File: config.mk
export PLATFORM = sky130hd
export DESIGN_NAME = var_state_bin_loader
export DESIGN_NICKNAME = d
export VERILOG_FILES = /design/src/rtl/var_state_bin_loader.sv
export SDC_FILE = /design/constraint.sdc
export NUM_CORES = 1
export LEC_CHECK = 0
export CAP_MARGIN = 20
export CORE_MARGIN = 2
export CORE_UTILIZATION = 44
export CTS_CLUSTER_DIAMETER = 150
export DETAILED_ROUTE_END_ITERATION = 16
export PLACE_DENSITY = 0.82
export RECOVER_POWER = 25
export SYNTH_ARGS = -nofsm -noshare
export SYNTH_HDL_FRONTEND = slang
export SYNTH_SLANG_ARGS = --single-unit
File: constraint.sdc
create_clock -name clk -period 3.2 [get_ports clk]
set_clock_uncertainty 0.2 [all_clocks]
set_input_delay 0.96 -clock clk [delete_from_list [all_inputs] [get_ports clk]]
set_output_delay 0.96 -clock clk [all_outputs]
set_load 0.01 [all_outputs]
File: src/rtl/var_state_bin_loader.sv
// rtl/var_state_bin_loader.sv - moves per-variable state words between bin memory and the var_state8 tree
//
// Purpose:
//   Sequencer between the bin manager and the engine's variable-state array.
//   Load: reads NUM_VARS words of bin bin_id_i from memory and writes each one
//   into the engine through wr_states_o / vars_states_o.
//   Store: snapshots vars_states_i on the accept edge and writes it back to
//   memory, one variable per cycle.
//
// Optional feature macro: VAR_STATE_LOADER_MAX_LVL_EN
//   Defined     -> max_lvl_o tracks the highest lvl field among loaded words.
//   Not defined -> max_lvl_o is tied to 0.
//
// Ports:
//   clk, rst        clock, synchronous active-high reset
//   start_load_i    one-cycle load request (wins over start_store_i)
//   start_store_i   one-cycle store request
//   bin_id_i        target bin, latched on the accept cycle
//   busy_o          operation in progress
//   done_o          one-cycle completion pulse
//   max_lvl_o       highest loaded lvl (feature macro) or 0
//   mem_rd_en_o     memory read strobe, data valid on mem_rdata_i one cycle later
//   mem_wr_en_o     memory write strobe
//   mem_addr_o      word address = bin_id*NUM_VARS + k, truncated
//   mem_wdata_o     memory write data
//   mem_rdata_i     memory read data
//   wr_states_o     one-hot engine write enable, variable k -> bit NUM_VARS-1-k
//   vars_states_o   state bus to the engine, variable 0 in the MSB slice
//   vars_states_i   state bus from the engine

module var_state_bin_loader #(
    parameter int NUM_VARS         = 8,
    parameter int WIDTH_VAR_STATES = 19,
    parameter int WIDTH_LVL        = 16,
    parameter int WIDTH_BIN_ID     = 8,
    parameter int ADDR_WIDTH       = 12
) (
    input  logic                                 clk,
    input  logic                                 rst,
    input  logic                                 start_load_i,
    input  logic                                 start_store_i,
    input  logic [WIDTH_BIN_ID-1:0]              bin_id_i,
    output logic                                 busy_o,
    output logic                                 done_o,
    output logic [WIDTH_LVL-1:0]                 max_lvl_o,
    output logic                                 mem_rd_en_o,
    output logic                                 mem_wr_en_o,
    output logic [ADDR_WIDTH-1:0]                mem_addr_o,
    output logic [WIDTH_VAR_STATES-1:0]          mem_wdata_o,
    input  logic [WIDTH_VAR_STATES-1:0]          mem_rdata_i,
    output logic [NUM_VARS-1:0]                  wr_states_o,
    output logic [WIDTH_VAR_STATES*NUM_VARS-1:0] vars_states_o,
    input  logic [WIDTH_VAR_STATES*NUM_VARS-1:0] vars_states_i
);

    localparam int W  = WIDTH_VAR_STATES;
    localparam int KW = (NUM_VARS > 1) ? $clog2(NUM_VARS) : 1;
    localparam int FW = WIDTH_BIN_ID + KW;
    localparam logic [KW-1:0] K_LAST = KW'(NUM_VARS - 1);

    typedef enum logic [2:0] {
        S_IDLE      = 3'd0,
        S_LOAD      = 3'd1,
        S_LOAD_TAIL = 3'd2,
        S_STORE     = 3'd3,
        S_DONE      = 3'd4
    } state_t;

    state_t                  state_q, state_d;
    logic [KW-1:0]           k_q, k_d;
    logic [WIDTH_BIN_ID-1:0] bin_q, bin_d;
    logic [W*NUM_VARS-1:0]   snap_q, snap_d;

    logic                    rd_en_q, rd_en_d;
    logic                    wr_en_q, wr_en_d;
    logic [ADDR_WIDTH-1:0]   addr_q, addr_d;
    logic [W-1:0]            wdata_q, wdata_d;
    logic [NUM_VARS-1:0]     wr_states_q, wr_states_d;
    logic                    done_q, done_d;
    logic                    busy_q, busy_d;
    logic [FW-1:0]           full_addr;
    logic [W*NUM_VARS-1:0]   vars_bus;

    // State register: FSM state, transfer index, latched bin and store snapshot.
    always_ff @(posedge clk) begin
        if (rst) begin
            state_q <= S_IDLE;
            k_q     <= '0;
            bin_q   <= '0;
            snap_q  <= '0;
        end else begin
            state_q <= state_d;
            k_q     <= k_d;
            bin_q   <= bin_d;
            snap_q  <= snap_d;
        end
    end

    // Next-state logic. k_q is the index of the word being read or written in
    // the current LOAD / STORE cycle.
    always_comb begin
        state_d = state_q;
        k_d     = '0;
        bin_d   = bin_q;
        snap_d  = snap_q;
        case (state_q)
            S_IDLE: begin
                if (start_load_i) begin
                    state_d = S_LOAD;
                    bin_d   = bin_id_i;
                end else if (start_store_i) begin
                    state_d = S_STORE;
                    bin_d   = bin_id_i;
                    snap_d  = vars_states_i;
                end
            end
            S_LOAD: begin
                k_d = k_q + KW'(1);
                if (k_q == K_LAST) begin
                    state_d = S_LOAD_TAIL;
                end
            end
            S_LOAD_TAIL: begin
                state_d = S_DONE;
            end
            S_STORE: begin
                k_d = k_q + KW'(1);
                if (k_q == K_LAST) begin
                    state_d = S_DONE;
                end
            end
            S_DONE: begin
                state_d = S_IDLE;
            end
            default: begin
                state_d = S_IDLE;
            end
        endcase
    end

    // Output logic: next values of the registered outputs, derived from the
    // next state so strobes line up with the cycle the FSM is in.
    always_comb begin
        rd_en_d     = (state_d == S_LOAD);
        wr_en_d     = (state_d == S_STORE);
        done_d      = (state_d == S_DONE);
        busy_d      = (state_d != S_IDLE);
        full_addr   = {bin_d, k_d};
        addr_d      = '0;
        wdata_d     = '0;
        wr_states_d = '0;
        if (rd_en_d || wr_en_d) begin
            addr_d = ADDR_WIDTH'(full_addr);
        end
        if (wr_en_d) begin
            for (int i = 0; i < NUM_VARS; i++) begin
                if (k_d == KW'(i)) begin
                    wdata_d = snap_d[W*(NUM_VARS-i)-1 -: W];
                end
            end
        end
        // The word read in this LOAD cycle comes back next cycle; arm its
        // engine enable for that cycle.
        if (state_q == S_LOAD) begin
            for (int i = 0; i < NUM_VARS; i++) begin
                if (k_q == KW'(i)) begin
                    wr_states_d[NUM_VARS-1-i] = 1'b1;
                end
            end
        end
    end

    always_ff @(posedge clk) begin
        if (rst) begin
            rd_en_q     <= 1'b0;
            wr_en_q     <= 1'b0;
            addr_q      <= '0;
            wdata_q     <= '0;
            wr_states_q <= '0;
            done_q      <= 1'b0;
            busy_q      <= 1'b0;
        end else begin
            rd_en_q     <= rd_en_d;
            wr_en_q     <= wr_en_d;
            addr_q      <= addr_d;
            wdata_q     <= wdata_d;
            wr_states_q <= wr_states_d;
            done_q      <= done_d;
            busy_q      <= busy_d;
        end
    end

    // The returned word is steered into its slice in the cycle it arrives,
    // gated by the registered one-hot enable so every other slice (and the
    // whole bus outside a load) reads as 0.
    always_comb begin
        vars_bus = '0;
        for (int i = 0; i < NUM_VARS; i++) begin
            if (wr_states_q[NUM_VARS-1-i]) begin
                vars_bus[W*(NUM_VARS-i)-1 -: W] = mem_rdata_i;
            end
        end
    end

`ifdef VAR_STATE_LOADER_MAX_LVL_EN
    logic                 accept_load;
    logic [WIDTH_LVL-1:0] max_lvl_q;

    assign accept_load = (state_q == S_IDLE) && start_load_i;

    // Running maximum of the lvl field over forwarded words; cleared on each
    // load accept and untouched by stores.
    always_ff @(posedge clk) begin
        if (rst) begin
            max_lvl_q <= '0;
        end else if (accept_load) begin
            max_lvl_q <= '0;
        end else if ((|wr_states_q) && (mem_rdata_i[WIDTH_LVL-1:0] > max_lvl_q)) begin
            max_lvl_q <= mem_rdata_i[WIDTH_LVL-1:0];
        end
    end

    assign max_lvl_o = max_lvl_q;
`else
    assign max_lvl_o = '0;
`endif

    assign busy_o        = busy_q;
    assign done_o        = done_q;
    assign mem_rd_en_o   = rd_en_q;
    assign mem_wr_en_o   = wr_en_q;
    assign mem_addr_o    = addr_q;
    assign mem_wdata_o   = wdata_q;
    assign wr_states_o   = wr_states_q;
    assign vars_states_o = vars_bus;

endmodule

==> run metrics <==
outcome=finished with violations; failing checks=capacitance limit, slew limit; FFs w/ async S/R, synth=0%; FMAX=roughly 310 MHz; peak supply drop=~0.44 mV; final global-route overflow total=0; reg-to-reg slack, setup=~0.47 ns; Power, Total=~7 mW; Slew headroom=-29.2%; PortBufs=between 300 and 400; Syn Inst Count=between 1000 and 1500; drt drc=0; Vias=approximately 9700; # rows=between 50 and 60; Yosys warnings=0; nets=~1800; All-Layer GR Usage=approximately 30%; WL/cell=~19 um; CTS tree=built; Root Buffer=clkbuf_16; kind of critical path=input port to output pin; critical-path maximum fanout=8; Pre-antenna DRT Iters=7; CTS Buffer Depth=3; data arrival time of the worst path=~2.0 ns; vias in the first global route=slightly below 10000; worst skew pair latency=between 0.5 and 0.6 ns; initial antenna violation count=4; CTS Buf Count=23; Die H=~150 um; global-route met2 utilization=between 50% and 60%; Final WS setup=roughly 0.0047 ns; startpoint types=input port; pwr/cell area=about 450 nW/um^2; Hold Path Class=flop to flop; setup TNS=0 ns; Reg2Reg Depth=8; Synth Register Bits=about 210; H-tree levels=1; fillers=around 1700; Routed Wire Length=36100 um; Setup crit end kind=output pin; worst reg2reg endpoint=mem_wdata_o[16]; CTS Hold Bufs=0; core area=21700 um^2; cell area after synthesis=9670 um^2; Final period util=between 90 and 100%; layer with the highest usage=met2; Chip Width=between 150 and 200 um; critical path required time=between 2 and 2.5 ns; cell leakage power=around 6.7 nW; Final min period=approximately 3.2 ns; Design Area, Final=15400 um^2; initial drt markers=580; Post-CTS Setup Inserts=0; register area share after synthesis=between 40 and 50%; met3 Track Usage GR=around 7.0%; RSZ-0062 raised after global routing=false; clock sink total=approximately 210; Initial Util=~45%; CP Launch Point=mem_rdata_i[1]; clock-pin slew on the worst setup and hold paths=around 0.06 ns; worst slack at placement=-0.385 ns; cell area after placement=~15000 um^2; P&R area growth vs syn=59.5%; Vias/cell=5.21; antenna-violating nets left=0; slew of the pin with the lowest slew margin=between 1.5 and 2 ns; Final Max Tran Viols=165; # setup viols final=0; count of cell types in the netlist=46; Post-DP HPWL=roughly 27000 um; ANT cells=0; layout cells sized above 1=about 14%; final core occ=between 70% and 80%; max_cap viols=1; syn avg cell area=roughly 9.0 um^2; Hold Fails Final Rpt=0; gpl congestion=about 0.9; Critical path destination=vars_states_o[20]; first-pass GRT wire length=roughly 53000 um; EDFF count, synth=0; reg2reg start=k_q[0]; DIE AREA=about 23000 um^2; number of top-level pins=between 300 and 400; largest net degree at the start of global routing=165; Synth Flop Type=dfxtp_1; met1 GRT Util=a little under a third
where the power goes:
part	leakage (nW)	switching (mW)	internal, mW
combinational	4.57	0.585	0.624
sequential	1.69	0.0549	2.72
clock	0.422	1.12	1.86
total	6.68	1.76	5.20
flip-flops by register name (all words and copies together), names as in the netlist:
name	count
bin_q	8
mem_wr_en_o	1
mem_addr_o	11
wr_states_o	8
mem_rd_en_o	1
mem_wdata_o	19
busy_o	1
state_q	3
snap_q	152
k_q	3
done_o	1
layer usage:
layer / part of all wire (%) / vias to the layer above / wire length [um]
li1: - / 4626 / -
met1: 37 / 4571 / 13300
met2: 51 / 429 / 18300
met3: 7.7 / 90 / 2770
met4: 4.7 / 4 / 1710
met5: 0.067 / - / 24
final cells by class:
class                   count  area (um^2)  share of cell area [%]
well taps                 280          350                    2.27
clock inverters            15          243                    1.57
inverters                   6         22.5                   0.146
repair buffers            538         5050                    32.7
flip-flops and latches    208         4160                    27.0
multi-input cells         790         4990                    32.3
clock buffers              27          611                    3.96
worst max-delay path, stage by stage:
cell	delay, ns
clkdlybuf4s15_1	0.35
and2_1	0.19
clkdlybuf4s50_1	0.54
worst min path at each step:
stage / from / endpoint / slack, ns / cells after the start
floorplan: snap_q[112] / snap_q[112] / 0.23 / 2
global placement: snap_q[103] / snap_q[103] / 0.24 / 2
detailed placement: snap_q[112] / snap_q[112] / 0.25 / 2
CTS: snap_q[99] / snap_q[99] / 0.26 / 2
global route: snap_q[99] / snap_q[99] / 0.27 / 2
finish: snap_q[112] / snap_q[112] / 0.26 / 2
repair_timing:
item,in CTS,in global routing
endpoints found under the setup margin,152,39
pin swaps,0,0
resized for setup,103,15
cell families (layout without fill, tap and decap cells):
| family | count (synthesis) | after routing | share of synthesized area [%] |
|---|---|---|---|
| simple gates | 461 | 461 | 23.1 |
| fa+ha+maj | 6 | 6 | 0.776 |
| flops | 208 | 208 | 43.0 |
| buf+inv | 96 | 586 | 6.00 |
| xor+xnor | 1 | 1 | 0.0905 |
| mux | 124 | 124 | 12.8 |
| compound gates | 181 | 181 | 14.1 |
| other cells | 1 | 17 | 0.0388 |
layout by cell type (no fill, tap or decap), types with 12 or more instances in the layout:
cell             instances
clkdlybuf4s50_1        260
dfxtp_1                208
nor2_1                 172
and2_1                 155
buf_4                  134
mux2i_1                124
nand2_1                 98
dlygate4sd2_1           90
a211oi_1                49
a21oi_1                 42
o22ai_1                 34
clkbuf_16               23
buf_12                  18
conb_1                  17
a21o_1                  16
o41ai_2                 16
dlygate4sd3_1           12
Yosys cell counts, types with 2 or more instances:
library cell,count,area (um^2)
buf_6,7,78.8
nor3_1,4,20.0
nand2_1,98,368
dfxtp_1,208,4160
mux2i_1,124,1240
o21ai_0,6,30.0
o2bb2ai_1,2,17.5
buf_12,4,80.1
and3_1,9,56.3
and2_1,157,982
buf_2,7,35.0
a21oi_1,42,210
buf_4,22,165
a211oi_1,49,368
a32o_1,4,40.0
clkbuf_1,43,161
o22ai_1,34,213
o41ai_2,16,260
a21o_1,16,120
or3_1,3,18.8
o211ai_1,2,15.0
ha_1,6,75.1
inv_1,6,22.5
nor2_1,172,646
nand2b_1,3,18.8
nor2_2,3,18.8
nand3_1,4,20.0
buf_1,6,22.5
a31oi_1,4,25.0
per-stage QoR:
| step | std cells | hold WS, ns |
|---|---|---|
| after floorplan | 1094 | 0.233 |
| after global placement | 1822 | 0.243 |
| after detailed placement | 1822 | 0.247 |
| after CTS | 1864 | 0.256 |
| after global routing | 1864 | 0.270 |
| final | 1864 | 0.256 |
Note: power is estimated with default switching activity, not from simulation.
